==> config.mk <==
export PLATFORM = sky130hd
export DESIGN_NAME = load_store_unit_flat
export DESIGN_NICKNAME = d
export VERILOG_FILES = /design/src/rtl/lsu_pkg.sv /design/src/rtl/lsu_if.sv /design/src/rtl/lsu_extend.sv /design/src/rtl/load_store_unit.sv /design/src/flat_wrapper.sv
export SDC_FILE = /design/constraint.sdc
export NUM_CORES = 1
export LEC_CHECK = 0
export ABC_AREA = 1
export CELL_PAD_IN_SITES_DETAIL_PLACEMENT = 0
export CELL_PAD_IN_SITES_GLOBAL_PLACEMENT = 1
export CORE_ASPECT_RATIO = 0.6
export CORE_MARGIN = 2
export CORE_UTILIZATION = 36
export DETAILED_ROUTE_END_ITERATION = 10
export PLACE_DENSITY = 0.85
export SYNTH_ARGS = -nofsm -noshare
export SYNTH_HDL_FRONTEND = slang
export SYNTH_SLANG_ARGS = --single-unit
==> constraint.sdc <==
create_clock -name clk -period 3.33 [get_ports clk]
set_input_delay 0.999 -clock clk [delete_from_list [all_inputs] [get_ports clk]]
set_output_delay 0.999 -clock clk [all_outputs]
set_load 0.05 [all_outputs]
==> src/rtl/lsu_pkg.sv <==
// -----------------------------------------------------------------------------
// lsu_pkg
// Shared definitions for the load/store unit:
//   - RV32I funct3 codes for loads (LB/LH/LW/LBU/LHU) and stores (SB/SH/SW)
//   - access-size codes (funct3[1:0]) and byte-lane mask constants
//   - FSM state enum (IDLE, WRITE, RESP)
//   - helpers: funct3 legality, misalignment detection, offset alignment,
//     lane-mask generation and store-lane merging
// -----------------------------------------------------------------------------
package lsu_pkg;

    localparam logic [2:0] F3_LB  = 3'b000;
    localparam logic [2:0] F3_LH  = 3'b001;
    localparam logic [2:0] F3_LW  = 3'b010;
    localparam logic [2:0] F3_LBU = 3'b100;
    localparam logic [2:0] F3_LHU = 3'b101;
    localparam logic [2:0] F3_SB  = 3'b000;
    localparam logic [2:0] F3_SH  = 3'b001;
    localparam logic [2:0] F3_SW  = 3'b010;

    // Access size lives in funct3[1:0] for both loads and stores.
    localparam logic [1:0] SIZE_B = 2'b00;
    localparam logic [1:0] SIZE_H = 2'b01;
    localparam logic [1:0] SIZE_W = 2'b10;

    // Byte-lane masks for an access starting at lane 0.
    localparam logic [3:0] LANE_B = 4'b0001;
    localparam logic [3:0] LANE_H = 4'b0011;
    localparam logic [3:0] LANE_W = 4'b1111;

    typedef enum logic [1:0] {
        ST_IDLE  = 2'b00,
        ST_WRITE = 2'b01,
        ST_RESP  = 2'b10
    } lsu_state_e;

    function automatic logic f3_legal(input logic we, input logic [2:0] f3);
        logic ok;
        ok = 1'b0;
        if (we) begin
            case (f3)
                F3_SB, F3_SH, F3_SW: ok = 1'b1;
                default:             ok = 1'b0;
            endcase
        end else begin
            case (f3)
                F3_LB, F3_LH, F3_LW, F3_LBU, F3_LHU: ok = 1'b1;
                default:                             ok = 1'b0;
            endcase
        end
        return ok;
    endfunction

    function automatic logic misaligned(input logic [2:0] f3, input logic [1:0] off);
        logic mis;
        case (f3[1:0])
            SIZE_H:  mis = off[0];
            SIZE_W:  mis = (off != 2'b00);
            default: mis = 1'b0;
        endcase
        return mis;
    endfunction

    // Clear the low offset bits that a halfword or word access may not use.
    function automatic logic [1:0] align_off(input logic [2:0] f3, input logic [1:0] off);
        logic [1:0] a;
        case (f3[1:0])
            SIZE_H:  a = {off[1], 1'b0};
            SIZE_W:  a = 2'b00;
            default: a = off;
        endcase
        return a;
    endfunction

    function automatic logic [3:0] lane_mask(input logic [2:0] f3, input logic [1:0] off);
        logic [3:0] m;
        case (f3[1:0])
            SIZE_B:  m = LANE_B << off;
            SIZE_H:  m = LANE_H << {off[1], 1'b0};
            SIZE_W:  m = LANE_W;
            default: m = 4'b0000;
        endcase
        return m;
    endfunction

    // Replace the addressed lane(s) of the old word with the store data.
    function automatic logic [31:0] merge_store(input logic [31:0] old_word,
                                                input logic [31:0] wdata,
                                                input logic [2:0]  f3,
                                                input logic [1:0]  off);
        logic [31:0] repl;
        logic [31:0] merged;
        logic [3:0]  m;
        case (f3[1:0])
            SIZE_B:  repl = {4{wdata[7:0]}};
            SIZE_H:  repl = {2{wdata[15:0]}};
            default: repl = wdata;
        endcase
        m = lane_mask(f3, off);
        merged = old_word;
        for (int i = 0; i < 4; i++) begin
            merged[8*i +: 8] = m[i] ? repl[8*i +: 8] : old_word[8*i +: 8];
        end
        return merged;
    endfunction

endpackage

==> src/rtl/lsu_if.sv <==
// -----------------------------------------------------------------------------
// lsu_if
// Request/response handshake and data-memory port of the load/store unit.
//   slave  : the LSU side (accepts requests, drives responses and memory port)
//   master : the requester + memory side
// Parameter ADDR_W: word-index width of the data memory.
// -----------------------------------------------------------------------------
interface lsu_if #(parameter int ADDR_W = 5);
    logic              req_valid;
    logic              req_ready;
    logic              req_we;
    logic [2:0]        req_funct3;
    logic [ADDR_W+1:0] req_addr;
    logic [31:0]       req_wdata;
    logic              resp_valid;
    logic [31:0]       resp_rdata;
    logic              resp_err;
    logic [ADDR_W-1:0] mem_rd_addr;
    logic [31:0]       mem_rd_data;
    logic [ADDR_W-1:0] mem_wr_addr;
    logic [31:0]       mem_wr_data;
    logic              mem_sw;

    modport slave (
        input  req_valid, req_we, req_funct3, req_addr, req_wdata, mem_rd_data,
        output req_ready, resp_valid, resp_rdata, resp_err,
               mem_rd_addr, mem_wr_addr, mem_wr_data, mem_sw
    );

    modport master (
        output req_valid, req_we, req_funct3, req_addr, req_wdata, mem_rd_data,
        input  req_ready, resp_valid, resp_rdata, resp_err,
               mem_rd_addr, mem_wr_addr, mem_wr_data, mem_sw
    );
endinterface

==> src/rtl/lsu_extend.sv <==
// -----------------------------------------------------------------------------
// lsu_extend
// Combinational load-data formatter: selects the addressed byte (off_i) or
// halfword (off_i[1]) of word_i and sign- or zero-extends it per funct3_i.
// Ports: word_i (raw memory word), funct3_i (load code), off_i (byte offset),
//        data_o (extended result; 0 for non-load codes).
// -----------------------------------------------------------------------------
module lsu_extend
    import lsu_pkg::*;
(
    input  logic [31:0] word_i,
    input  logic [2:0]  funct3_i,
    input  logic [1:0]  off_i,
    output logic [31:0] data_o
);
    logic [7:0]  byte_s;
    logic [15:0] half_s;

    // Lane selection followed by sign/zero extension.
    always_comb begin
        byte_s = word_i[{off_i, 3'b000} +: 8];
        half_s = off_i[1] ? word_i[31:16] : word_i[15:0];
        case (funct3_i)
            F3_LB:   data_o = {{24{byte_s[7]}}, byte_s};
            F3_LH:   data_o = {{16{half_s[15]}}, half_s};
            F3_LW:   data_o = word_i;
            F3_LBU:  data_o = {24'h000000, byte_s};
            F3_LHU:  data_o = {16'h0000, half_s};
            default: data_o = 32'h00000000;
        endcase
    end
endmodule

==> src/rtl/load_store_unit.sv <==
// -----------------------------------------------------------------------------
// load_store_unit
// RV32I load/store unit in front of a 32-bit word memory with a
// combinational read port and a clocked write port.
//   clk   : rising-edge clock
//   rst_n : synchronous active-low reset
//   bus   : lsu_if.slave -- req_* handshake, resp_* pulse, mem_* port
// Loads answer one cycle after accept (IDLE->RESP); stores do a
// read-merge-write (IDLE->WRITE->RESP). Illegal funct3 answers with resp_err.
// Optional feature macro LSU_MISALIGN_TRAP_EN: when defined, misaligned
// halfword/word accesses are answered with resp_err; otherwise the offending
// low address bits are cleared and the access proceeds.
// -----------------------------------------------------------------------------
module load_store_unit
    import lsu_pkg::*;
#(
    parameter int ADDR_W = 5
)(
    input  logic clk,
    input  logic rst_n,
    lsu_if.slave bus
);
    lsu_state_e        state_q, state_d;
    logic [ADDR_W-1:0] idx_q, idx_d;
    logic [2:0]        funct3_q, funct3_d;
    logic              we_q, we_d;
    logic [1:0]        off_q, off_d;
    logic [31:0]       wr_word_q, wr_word_d;
    logic [31:0]       result_q, result_d;
    logic              err_q, err_d;
    logic              resp_valid_q, resp_valid_d;
    logic [31:0]       resp_rdata_q, resp_rdata_d;
    logic              resp_err_q, resp_err_d;

    logic              accept_s;
    logic [ADDR_W-1:0] req_idx_s;
    logic              legal_s;
    logic              trap_s;
    logic [1:0]        eff_off_s;
    logic [31:0]       load_data_s;

    assign req_idx_s = bus.req_addr[ADDR_W+1:2];
    assign legal_s   = f3_legal(bus.req_we, bus.req_funct3);
    assign accept_s  = bus.req_valid & (state_q == ST_IDLE) & rst_n;

`ifdef LSU_MISALIGN_TRAP_EN
    assign trap_s    = misaligned(bus.req_funct3, bus.req_addr[1:0]);
    assign eff_off_s = bus.req_addr[1:0];
`else
    assign trap_s    = 1'b0;
    assign eff_off_s = align_off(bus.req_funct3, bus.req_addr[1:0]);
`endif

    lsu_extend u_extend (
        .word_i   (bus.mem_rd_data),
        .funct3_i (bus.req_funct3),
        .off_i    (eff_off_s),
        .data_o   (load_data_s)
    );

    // Next-state, request latching and response formation.
    always_comb begin
        state_d   = state_q;
        idx_d     = idx_q;
        funct3_d  = funct3_q;
        we_d      = we_q;
        off_d     = off_q;
        wr_word_d = wr_word_q;
        result_d  = result_q;
        err_d     = err_q;
        case (state_q)
            ST_IDLE: begin
                if (accept_s) begin
                    idx_d    = req_idx_s;
                    funct3_d = bus.req_funct3;
                    we_d     = bus.req_we;
                    off_d    = eff_off_s;
                    if (!legal_s || trap_s) begin
                        result_d = 32'h00000000;
                        err_d    = 1'b1;
                        state_d  = ST_RESP;
                    end else if (bus.req_we) begin
                        wr_word_d = merge_store(bus.mem_rd_data, bus.req_wdata,
                                                bus.req_funct3, eff_off_s);
                        result_d  = 32'h00000000;
                        err_d     = 1'b0;
                        state_d   = ST_WRITE;
                    end else begin
                        result_d = load_data_s;
                        err_d    = 1'b0;
                        state_d  = ST_RESP;
                    end
                end else begin
                    state_d = ST_IDLE;
                end
            end
            ST_WRITE: state_d = ST_RESP;
            ST_RESP:  state_d = ST_IDLE;
            default:  state_d = ST_IDLE;
        endcase

        // Response registers are loaded on the edge that enters RESP so they
        // are valid for exactly that cycle.
        if (state_d == ST_RESP) begin
            resp_valid_d = 1'b1;
            resp_rdata_d = result_d;
            resp_err_d   = err_d;
        end else begin
            resp_valid_d = 1'b0;
            resp_rdata_d = 32'h00000000;
            resp_err_d   = 1'b0;
        end
    end

    // State and datapath registers with synchronous reset.
    always_ff @(posedge clk) begin
        if (!rst_n) begin
            state_q      <= ST_IDLE;
            idx_q        <= '0;
            funct3_q     <= 3'b000;
            we_q         <= 1'b0;
            off_q        <= 2'b00;
            wr_word_q    <= 32'h00000000;
            result_q     <= 32'h00000000;
            err_q        <= 1'b0;
            resp_valid_q <= 1'b0;
            resp_rdata_q <= 32'h00000000;
            resp_err_q   <= 1'b0;
        end else begin
            state_q      <= state_d;
            idx_q        <= idx_d;
            funct3_q     <= funct3_d;
            we_q         <= we_d;
            off_q        <= off_d;
            wr_word_q    <= wr_word_d;
            result_q     <= result_d;
            err_q        <= err_d;
            resp_valid_q <= resp_valid_d;
            resp_rdata_q <= resp_rdata_d;
            resp_err_q   <= resp_err_d;
        end
    end

    assign bus.req_ready   = (state_q == ST_IDLE) & rst_n;
    assign bus.mem_rd_addr = (state_q == ST_IDLE) ? req_idx_s : idx_q;
    assign bus.mem_wr_addr = idx_q;
    assign bus.mem_wr_data = wr_word_q;
    // Beyond the WRITE state, the latched request must still describe a legal
    // store so a corrupted latch can never commit a write; rst_n aborts the
    // write in the same cycle.
    assign bus.mem_sw      = (state_q == ST_WRITE) & rst_n & we_q
                             & f3_legal(1'b1, funct3_q)
                             & (lane_mask(funct3_q, off_q) != 4'b0000);
    assign bus.resp_valid  = resp_valid_q;
    assign bus.resp_rdata  = resp_rdata_q;
    assign bus.resp_err    = resp_err_q;
endmodule

==> src/flat_wrapper.sv <==
// flat-port wrapper written by rule: the top's interface ports become plain ports
module load_store_unit_flat import lsu_pkg::*;
#(
    parameter int ADDR_W = 5
)
  (clk, rst_n, bus_req_valid, bus_req_we, bus_req_funct3, bus_req_addr, bus_req_wdata, bus_mem_rd_data, bus_req_ready, bus_resp_valid, bus_resp_rdata, bus_resp_err, bus_mem_rd_addr, bus_mem_wr_addr, bus_mem_wr_data, bus_mem_sw);
  lsu_if #(.ADDR_W(ADDR_W)) bus_i ();
  input  logic clk;
  input  logic rst_n;
  input wire logic [$bits(bus_i.req_valid)-1:0] bus_req_valid;
  input wire logic [$bits(bus_i.req_we)-1:0] bus_req_we;
  input wire logic [$bits(bus_i.req_funct3)-1:0] bus_req_funct3;
  input wire logic [$bits(bus_i.req_addr)-1:0] bus_req_addr;
  input wire logic [$bits(bus_i.req_wdata)-1:0] bus_req_wdata;
  input wire logic [$bits(bus_i.mem_rd_data)-1:0] bus_mem_rd_data;
  output wire logic [$bits(bus_i.req_ready)-1:0] bus_req_ready;
  output wire logic [$bits(bus_i.resp_valid)-1:0] bus_resp_valid;
  output wire logic [$bits(bus_i.resp_rdata)-1:0] bus_resp_rdata;
  output wire logic [$bits(bus_i.resp_err)-1:0] bus_resp_err;
  output wire logic [$bits(bus_i.mem_rd_addr)-1:0] bus_mem_rd_addr;
  output wire logic [$bits(bus_i.mem_wr_addr)-1:0] bus_mem_wr_addr;
  output wire logic [$bits(bus_i.mem_wr_data)-1:0] bus_mem_wr_data;
  output wire logic [$bits(bus_i.mem_sw)-1:0] bus_mem_sw;
  assign bus_i.req_valid = bus_req_valid;
  assign bus_i.req_we = bus_req_we;
  assign bus_i.req_funct3 = bus_req_funct3;
  assign bus_i.req_addr = bus_req_addr;
  assign bus_i.req_wdata = bus_req_wdata;
  assign bus_i.mem_rd_data = bus_mem_rd_data;
  assign bus_req_ready = bus_i.req_ready;
  assign bus_resp_valid = bus_i.resp_valid;
  assign bus_resp_rdata = bus_i.resp_rdata;
  assign bus_resp_err = bus_i.resp_err;
  assign bus_mem_rd_addr = bus_i.mem_rd_addr;
  assign bus_mem_wr_addr = bus_i.mem_wr_addr;
  assign bus_mem_wr_data = bus_i.mem_wr_data;
  assign bus_mem_sw = bus_i.mem_sw;
  load_store_unit #(.ADDR_W(ADDR_W)) u_core (.clk(clk), .rst_n(rst_n), .bus(bus_i));
endmodule
=== After elaboration in Yosys (flattened, before gate mapping) ===
Index checks and enable logic that the tools add are counted.

* Bits in latches: 0
* Register bits: 112
* Logic and storage cells: 78
* Bits in writable memories: 0
* ROM bits: 0
* Input port bits: 78
* Output and inout port bits: 78
* Memories: 0

* Reductions and logical operators: 12
* Bitwise logic cells: 7
* Equality and inequality tests: 12
* Muxes and demuxes: 31
* Order comparisons: 0
* Shift-type cells: 5
* Add/subtract/negate cells: 0
* Div/mod/pow operators: 0
* Multipliers: 0

{| class="wikitable"
|+ Operators with widths
! operator !! number
|-
| case mux 32 bit (5 select lines) || 1
|-
| two-way mux 32 bit || 4
|-
| case mux 32 bit (2 select lines) || 1
|-
| two-way mux 8 bit || 4
|-
| indexed part select 32 x 6 -> 8 bit || 1
|-
| case mux 4 bit (3 select lines) || 2
|-
| two-way mux 16 bit || 1
|-
| two-way mux 4 bit || 4
|-
| two-way mux 1 bit || 8
|-
| case mux 2 bit (2 select lines) || 2
|-
| << shifter 1 x 2 -> 4 bit (first input constant) || 2
|-
| << shifter 2 x 2 -> 4 bit (first input constant) || 2
|-
| bitwise AND 1 bit || 7
|-
| == test 2 x 1 -> 1 bit (second input constant) || 3
|-
| == test 2 bit (second input constant) || 3
|-
| == test 3 x 1 -> 1 bit (second input constant) || 2
|-
| == test 3 x 2 -> 1 bit (second input constant) || 2
|-
| == test 3 bit (second input constant) || 2
|-
| zero test 2 bit || 3
|-
| zero test 3 bit || 2
|-
| two-way mux 2 bit || 3
|-
| OR reduction 3 bit || 2
|-
| two-way mux 5 bit || 1
|-
| OR reduction 5 bit || 1
|-
| other kinds (3) || 4
|}

=== Logic depth before layout (Yosys ltp) ===
Gate-level depths: netlist (run 1).

* Word-level depth: 9
* Gate-level depth with buffers: 13
* Gate-level depth less buffers: 12

=== Cells and area by module ===
Synthesis (run 1) repeated with hierarchy kept, for this count alone.

* Cell total of the unflattened synthesis: 1025
* Area total of the unflattened synthesis: 6149.6 µm²

{| class="wikitable"
|+ Modules (own cells, without submodules)
! module !! area each (µm²) !! times used !! cells an instance !! sequential area each (µm²)
|-
| load_store_unit || 5250.0 || 1 || 818 || 2202.1
|-
| lsu_extend || 899.6 || 1 || 207 || 0.0
|}

=== Worst setup path before layout (run 1) ===
No wires, ideal clock.

* Path type: input-to-output
* Start point: in rst_n
* End point: out bus_mem_sw
* Data required time: 2.331 ns
* Cell stages on the path: 3
* Slack: -1.430 ns
* Path buffers: 1
* Arrival time: 3.761 ns
* Cells stage by stage: clkbuf_1 -> nand2_1 -> a2111oi_0

* Cells in the longest elaborated chain, start to end: 4

{| class="wikitable"
|+ RTL lines
! element !! line !! text
|-
| start: declaration || flat_wrapper.sv:9 || <nowiki>input logic rst_n;</nowiki>
|-
| bitwise AND 1 bit (2 in a row) || load_store_unit.sv:151 || <nowiki>assign bus.mem_sw = (state_q == ST_WRITE) & rst_n & we_q</nowiki>
|-
| bitwise AND 1 bit || load_store_unit.sv:152 || <nowiki>& f3_legal(1'b1, funct3_q)</nowiki>
|-
| bitwise AND 1 bit || load_store_unit.sv:153 || <nowiki>& (lane_mask(funct3_q, off_q) != 4'b0000);</nowiki>
|-
| end: declaration || flat_wrapper.sv:23 || <nowiki>output wire logic [$bits(bus_i.mem_sw)-1:0] bus_mem_sw;</nowiki>
|}

No other way between the ends.

=== Worst setup path after layout (run 1) ===
Ends and elaborated chain as after synthesis.

==> run summary, run 1 <==
Number of buffers created by CTS: 9
Clk slew on worst S/H paths: 0.08 ns
HPWL after DPL: 13940 um
Syn_nets: 965
Number of max-cap violations: 0
Mean Syn Cell Area: 6.464 sq um
WL final: 18620 um
Most frequent cells in the layout: nand2_1, clkdlybuf4s50_1, dfxtp_1
Antenna violations before repair: 0
Final hold vios: 0
Crit path max fanout: 2
Total Routing Usage GR: 0.2210
Met1 Wirelength: 9523 um
CTS tree: yes
Starting Density: 0.3703
Vias in the first global route: 5351
Overall die width: 166.6 um
Synth Area in Adders: 0.008768
Final worst-path cycle share: 0.9654
Placeable Area: 0.01541 sq mm
Worst Path Required: 2.33 ns
Ports: 156
Post-route ant nets: 0
Top delay family on crit path: buffers and inverters
Tmin final: 3.215 ns
Reg2reg start: u_core.state_q[1]
Nature of the critical path startpoint: input pin
Worst skew pair latency: 0.35 ns
Fin cells: 1240
Nets: 1114
PostCTS Resize Cnt: 0
Port bufs: 155
Via-per-instance ratio: 4.726
Cell variety after synth: 30
Most common cell after layout, fill and taps aside: nand2_1
Relative slew slack: 0.4969
CP Class: in -> out
Vias: 5860
First-pass GRT wire length: 29330 um
H-Tree Depth: 3
Clk sinks: 110
Inserted Diodes: 0
Die Span Y: 101.5 um
Root Buffer Master: clkbuf_16
Fmax: 311.1 MHz
Max-slew violations: 0
Worst clock skew: 0.009527 ns
Fin area: 0.007885 sq mm
Largest net degree at the start of global routing: 66
Setup TNS: 0 ns
Post-CTS Hold Fix Bufs: 0
Yosys Warn Count: 0
Share of layout cells above drive strength 1: 0.08100
Worst path cell trace: clkdlybuf4s50_1, nand2_1, a2111oi_2, buf_12
Synth-to-Final Area Change: 38.14%
PD cells: 391.0 mW/mm^2
WL met3: 1542 um
FP Rows: 35
RSZ-0062 raised after global routing: no
Post-synth top area cell: dfxtp_1
Slowest CP cell: clkdlybuf4s50_1
Critical Path Sink Type: output port
Hold Path Origin: u_core.bus.mem_wr_addr[0]
Syn Inst Count: 883
Netlist Area Pre-Place: 0.005708 sq mm
Post-synth top area share: 0.3858
Synth top area cells: dfxtp_1, nand2_1, inv_1, a21oi_1, nand3_1
Pre-antenna DRT Iters: 6
Seq/Total Area, Yosys: 0.3858
Average routed wire per standard cell: 15.02 um
CTS Buffer Depth: 2
DP Cell Count: 1224
Worst-Margin Slew: 0.7546 ns
Drt drc: 0
Max layer used: met4
Reg2reg setup slack: 1.46 ns
Initial DRC count: 481
CP peak stage delay: 0.48 ns
Max VDD drop: 0.0002272 V
Arr. time, crit path: 2.22 ns
Leakage: 3.642 nW
Status: completed
Worst Hold Class: reg -> reg
DP Area: 0.007594 sq mm
Metal2 WL: 7420 um
Die area: 0.01691 sq mm
# setup viols final: 0
Post-CTS setup buffers: 0
Routability congestion estimate: 0.9035
Yosys reg bits: 110
Synth Area in Simple Gates: 0.3626
CP Buf/Inv Count: 2
Critical Path Source: rst_n
Mux cell area share after synthesis: 0
Largest family of logic cells by synthesized area: simple AND/OR/NAND/NOR gates
Compound-Gate Fraction of Synth Area: 0.1236
XOR/XNOR Fraction of Synth Area: 0
Grt total ovfl: 0
-- worst register-to-register path, delay by kind of cell (launching register included) --
kind            cells  cell delay, ns
simple gates        5            0.93
buf+inv             2            0.37
flops               1            0.35
compound gates      1            0.11
-- power breakdown --
| group | switching [W] | internal (W) | total, W |
|---|---|---|---|
| clock | 0.000545 | 0.000529 | 0.00107 |
| sequential | 0.0000121 | 0.00134 | 0.00135 |
| combinational | 0.000401 | 0.000257 | 0.000658 |
| total | 0.000958 | 0.00213 | 0.00308 |
-- final timing paths --
path / endpoint / cells past startpoint
worst max-delay path: bus_mem_sw / 4
worst min register to register: u_core.bus.mem_wr_addr[0] / 2
worst min-delay path: u_core.bus.mem_wr_addr[0] / 2
worst max register to register: u_core.bus.resp_rdata[14] / 8
-- final cells by class --
| cell class | count | area [sq um] |
|---|---|---|
| flip-flops and latches | 110 | 2202 |
| clock inverters | 6 | 62.56 |
| multi-input cells | 618 | 2841 |
| well taps | 203 | 254.0 |
| clock buffers | 10 | 229.0 |
| fillers | 1587 | 7530 |
| repair buffers | 180 | 1872 |
| inverters | 113 | 424.2 |
-- cells by family after synthesis --
kind of cell | Yosys count
flops | 110
buf+inv | 155
fa+ha+maj | 4
simple gates | 489
compound gates | 125
-- Yosys cell counts --
cell       instances
nand2_1          308
dfxtp_1          110
inv_1            109
a21oi_1           81
nand3_1           79
nor2_1            76
o21ai_0           31
clkbuf_1          15
buf_2             10
buf_4              9
buf_6              7
or2_2              6
nand2_2            5
nand2_4            5
o21ai_4            5
ha_1               4
nand3_2            3
o211ai_1           3
a21oi_2            2
clkinv_1           2
inv_2              2
nor2_2             2
nor2_4             2
a2111oi_0          1
a21boi_1           1
buf_1              1
nand3_4            1
nor2_8             1
nor3_1             1
o21bai_1           1
-- per-stage QoR --
stage          power [W]  hold slack [ns]  setup WS, ns  utilization
2_1_floorplan   0.001753           0.4514      -0.06882            -
3_3_place_gp    0.002035           0.4576        0.1100       0.4926
3_5_place_dp    0.002034           0.4562       0.09185       0.4926
4_1_cts         0.003108           0.4681        0.1168       0.5115
5_1_grt         0.003227           0.4930       0.03214       0.5115
6_report        0.003083           0.4668        0.1151       0.5115
-- per-layer routing --
metal,vias to the layer above,GRT usage
met4,0,0.03714
li1,3032,-
met1,2589,0.3306
met5,-,0
met3,10,0.05588
met2,229,0.3233
-- flip-flops by register name, summed over array words and instances, names as in the netlist --
register / cells
u_core.bus.mem_wr_addr: 5
u_core.bus.mem_wr_data: 32
u_core.bus.resp_err: 1
u_core.bus.resp_rdata: 32
u_core.bus.resp_valid: 1
u_core.err_q: 1
u_core.funct3_q: 3
u_core.result_q: 32
u_core.state_q: 2
u_core.we_q: 1
No activity file was read; power rests on OpenSTA's default activity.
==> run 2: changes to the inputs <==
--- a/config.mk
+++ b/config.mk
@@ -10,9 +10,10 @@
 export CELL_PAD_IN_SITES_GLOBAL_PLACEMENT = 1
 export CORE_ASPECT_RATIO = 0.6
 export CORE_MARGIN = 2
-export CORE_UTILIZATION = 36
+export CORE_UTILIZATION = 33
 export DETAILED_ROUTE_END_ITERATION = 10
-export PLACE_DENSITY = 0.85
+export PLACE_DENSITY = 0.79
+export SKIP_LAST_GASP = 1
 export SYNTH_ARGS = -nofsm -noshare
 export SYNTH_HDL_FRONTEND = slang
 export SYNTH_SLANG_ARGS = --single-unit
==> constraint.sdc (replaced) <==
create_clock -name clk -period 3.5 [get_ports clk]
set_input_delay 1.05 -clock clk [delete_from_list [all_inputs] [get_ports clk]]
set_output_delay 1.05 -clock clk [all_outputs]
set_load 0.05 [all_outputs]
==> run 2 against run 1 <==
Power shrank 5.1%. Via count decreased by 0.73%. Clock skew down 0.0023 ns. Die area grew 8.8%. Critical path depth unchanged. Setup slack better by 0.090 ns. Routed wire length fell by 0.46%. Largest power group unchanged.
==> run summary, run 2 (synthesis gave the netlist of run 1 again) <==
Die area: 0.01840 sq mm
Largest net degree at the start of global routing: 66
Grt total ovfl: 0
Die Span Y: 105.9 um
PostCTS Resize Cnt: 0
Root Buffer Master: clkbuf_16
Fin cells: 1267
Crit path max fanout: 2
Synth-to-Final Area Change: 38.27%
RSZ-0062 raised after global routing: no
Relative slew slack: 0.5030
Critical Path Sink Type: output port
Most common cell after layout, fill and taps aside: nand2_1
Worst clock skew: 0.007180 ns
Overall die width: 173.8 um
First-pass GRT wire length: 30120 um
Setup TNS: 0 ns
Inserted Diodes: 0
Vias in the first global route: 5593
Placement Setup Slack: 0.1267 ns
Placeable Area: 0.01704 sq mm
PD cells: 370.9 mW/mm^2
Leakage: 3.627 nW
DP Cell Count: 1251
Average routed wire per standard cell: 14.63 um
Most frequent cells in the layout: nand2_1, clkdlybuf4s50_1, dfxtp_1
Total Routing Usage GR: 0.2088
H-Tree Depth: 3
Final worst-path cycle share: 0.9414
Tmin final: 3.295 ns
Nets: 1110
Clk sinks: 110
Worst-Margin Slew: 0.7456 ns
Clk slew on worst S/H paths: 0.08 ns
Worst skew pair latency: 0.36 ns
Via-per-instance ratio: 4.591
FP Rows: 37
Port bufs: 155
Nature of the critical path startpoint: input pin
Vias: 5817
Drt drc: 0
CTS Buffer Depth: 2
Fin util: 0.4633
Worst Path Required: 2.45 ns
Max VDD drop: 0.0002102 V
HPWL after DPL: 14060 um
WL final: 18530 um
Max-slew violations: 0
Starting Density: 0.3350
Final hold vios: 0
CTS tree: yes
Final WS setup: 0.2051 ns
Status: completed
Post-CTS setup buffers: 0
Number of buffers created by CTS: 9
Ports: 156
Arr. time, crit path: 2.24 ns
# setup viols final: 0
Antenna violations before repair: 0
CP Class: in -> out
Routability congestion estimate: 0.8802
Initial DRC count: 415
Worst Hold Class: reg -> reg
Share of layout cells above drive strength 1: 0.07841
Hold slack: 0.4688 ns
Fmax: 303.5 MHz
Post-route ant nets: 0
Pre-antenna DRT Iters: 5
Number of max-cap violations: 0
Post-CTS Hold Fix Bufs: 0
==> run 2: cell count changes in the layout (fill, tap and decap cells not counted), sizes merged <==
cell    previous run  this run
clkbuf            10         9
buf               32        28
clkinv             5         6
==> run 2: final timing paths <==
kind / from / to / slack (ns) / depth (start not counted)
worst max register to register: u_core.state_q[1] / u_core.bus.mem_wr_data[13] / 1.68 / 9
worst max-delay path: rst_n / bus_mem_sw / 0.21 / 4
worst min register to register: u_core.bus.mem_wr_addr[0] / u_core.bus.mem_wr_addr[0] / 0.47 / 2
worst min-delay path: u_core.bus.mem_wr_addr[0] / u_core.bus.mem_wr_addr[0] / 0.47 / 2
==> run 2: critical path, cell delays in order <==
cell	delay, ns
clkdlybuf4s50_1	0.49
nand2_1	0.09
a2111oi_2	0.41
buf_12	0.20
==> run 2: through the flow <==
| stage | total power [W] | cell area, sq um |
|---|---|---|
| after detailed placement | 0.001923 | 7590 |
| after global routing | 0.003073 | 7893 |
| after CTS | 0.002965 | 7893 |
| final | 0.002927 | 7893 |
| after floorplan | 0.001668 | 5719 |
| after global placement | 0.001923 | 7590 |
==> run 2: cell type report <==
| cell class | count | area [sq um] |
|---|---|---|
| multi-input combinational | 618 | 2841 |
| sequential | 110 | 2202 |
| fill | 1797 | 9144 |
| timing repair buffer | 176 | 1829 |
| clock inverter | 7 | 77.57 |
| inverter | 113 | 424.2 |
| tap | 234 | 292.8 |
| clock buffer | 9 | 225.2 |
==> run 2: per-layer routing <==
layer	global-route usage	part of all wire
met3	0.04870	0.062
met4	0.04022	0.0090
met5	0	0
met1	0.3085	0.52
met2	0.3082	0.41
==> run 2: where the power goes <==
part           switching [W]  internal [W]  total [W]
Clock               0.000523      0.000509    0.00103
Combinational       0.000376      0.000235   0.000611
Sequential         0.0000112       0.00127    0.00128
Total               0.000910       0.00202    0.00293
==> run 3: changes to the inputs <==
--- a/config.mk
+++ b/config.mk
@@ -6,6 +6,7 @@
 export NUM_CORES = 1
 export LEC_CHECK = 0
 export ABC_AREA = 1
+export CAP_MARGIN = 10
 export CELL_PAD_IN_SITES_DETAIL_PLACEMENT = 0
 export CELL_PAD_IN_SITES_GLOBAL_PLACEMENT = 1
 export CORE_ASPECT_RATIO = 0.6
==> results of run 3 <==
The final DEF is identical to that of run 2; final timing and power are the same.
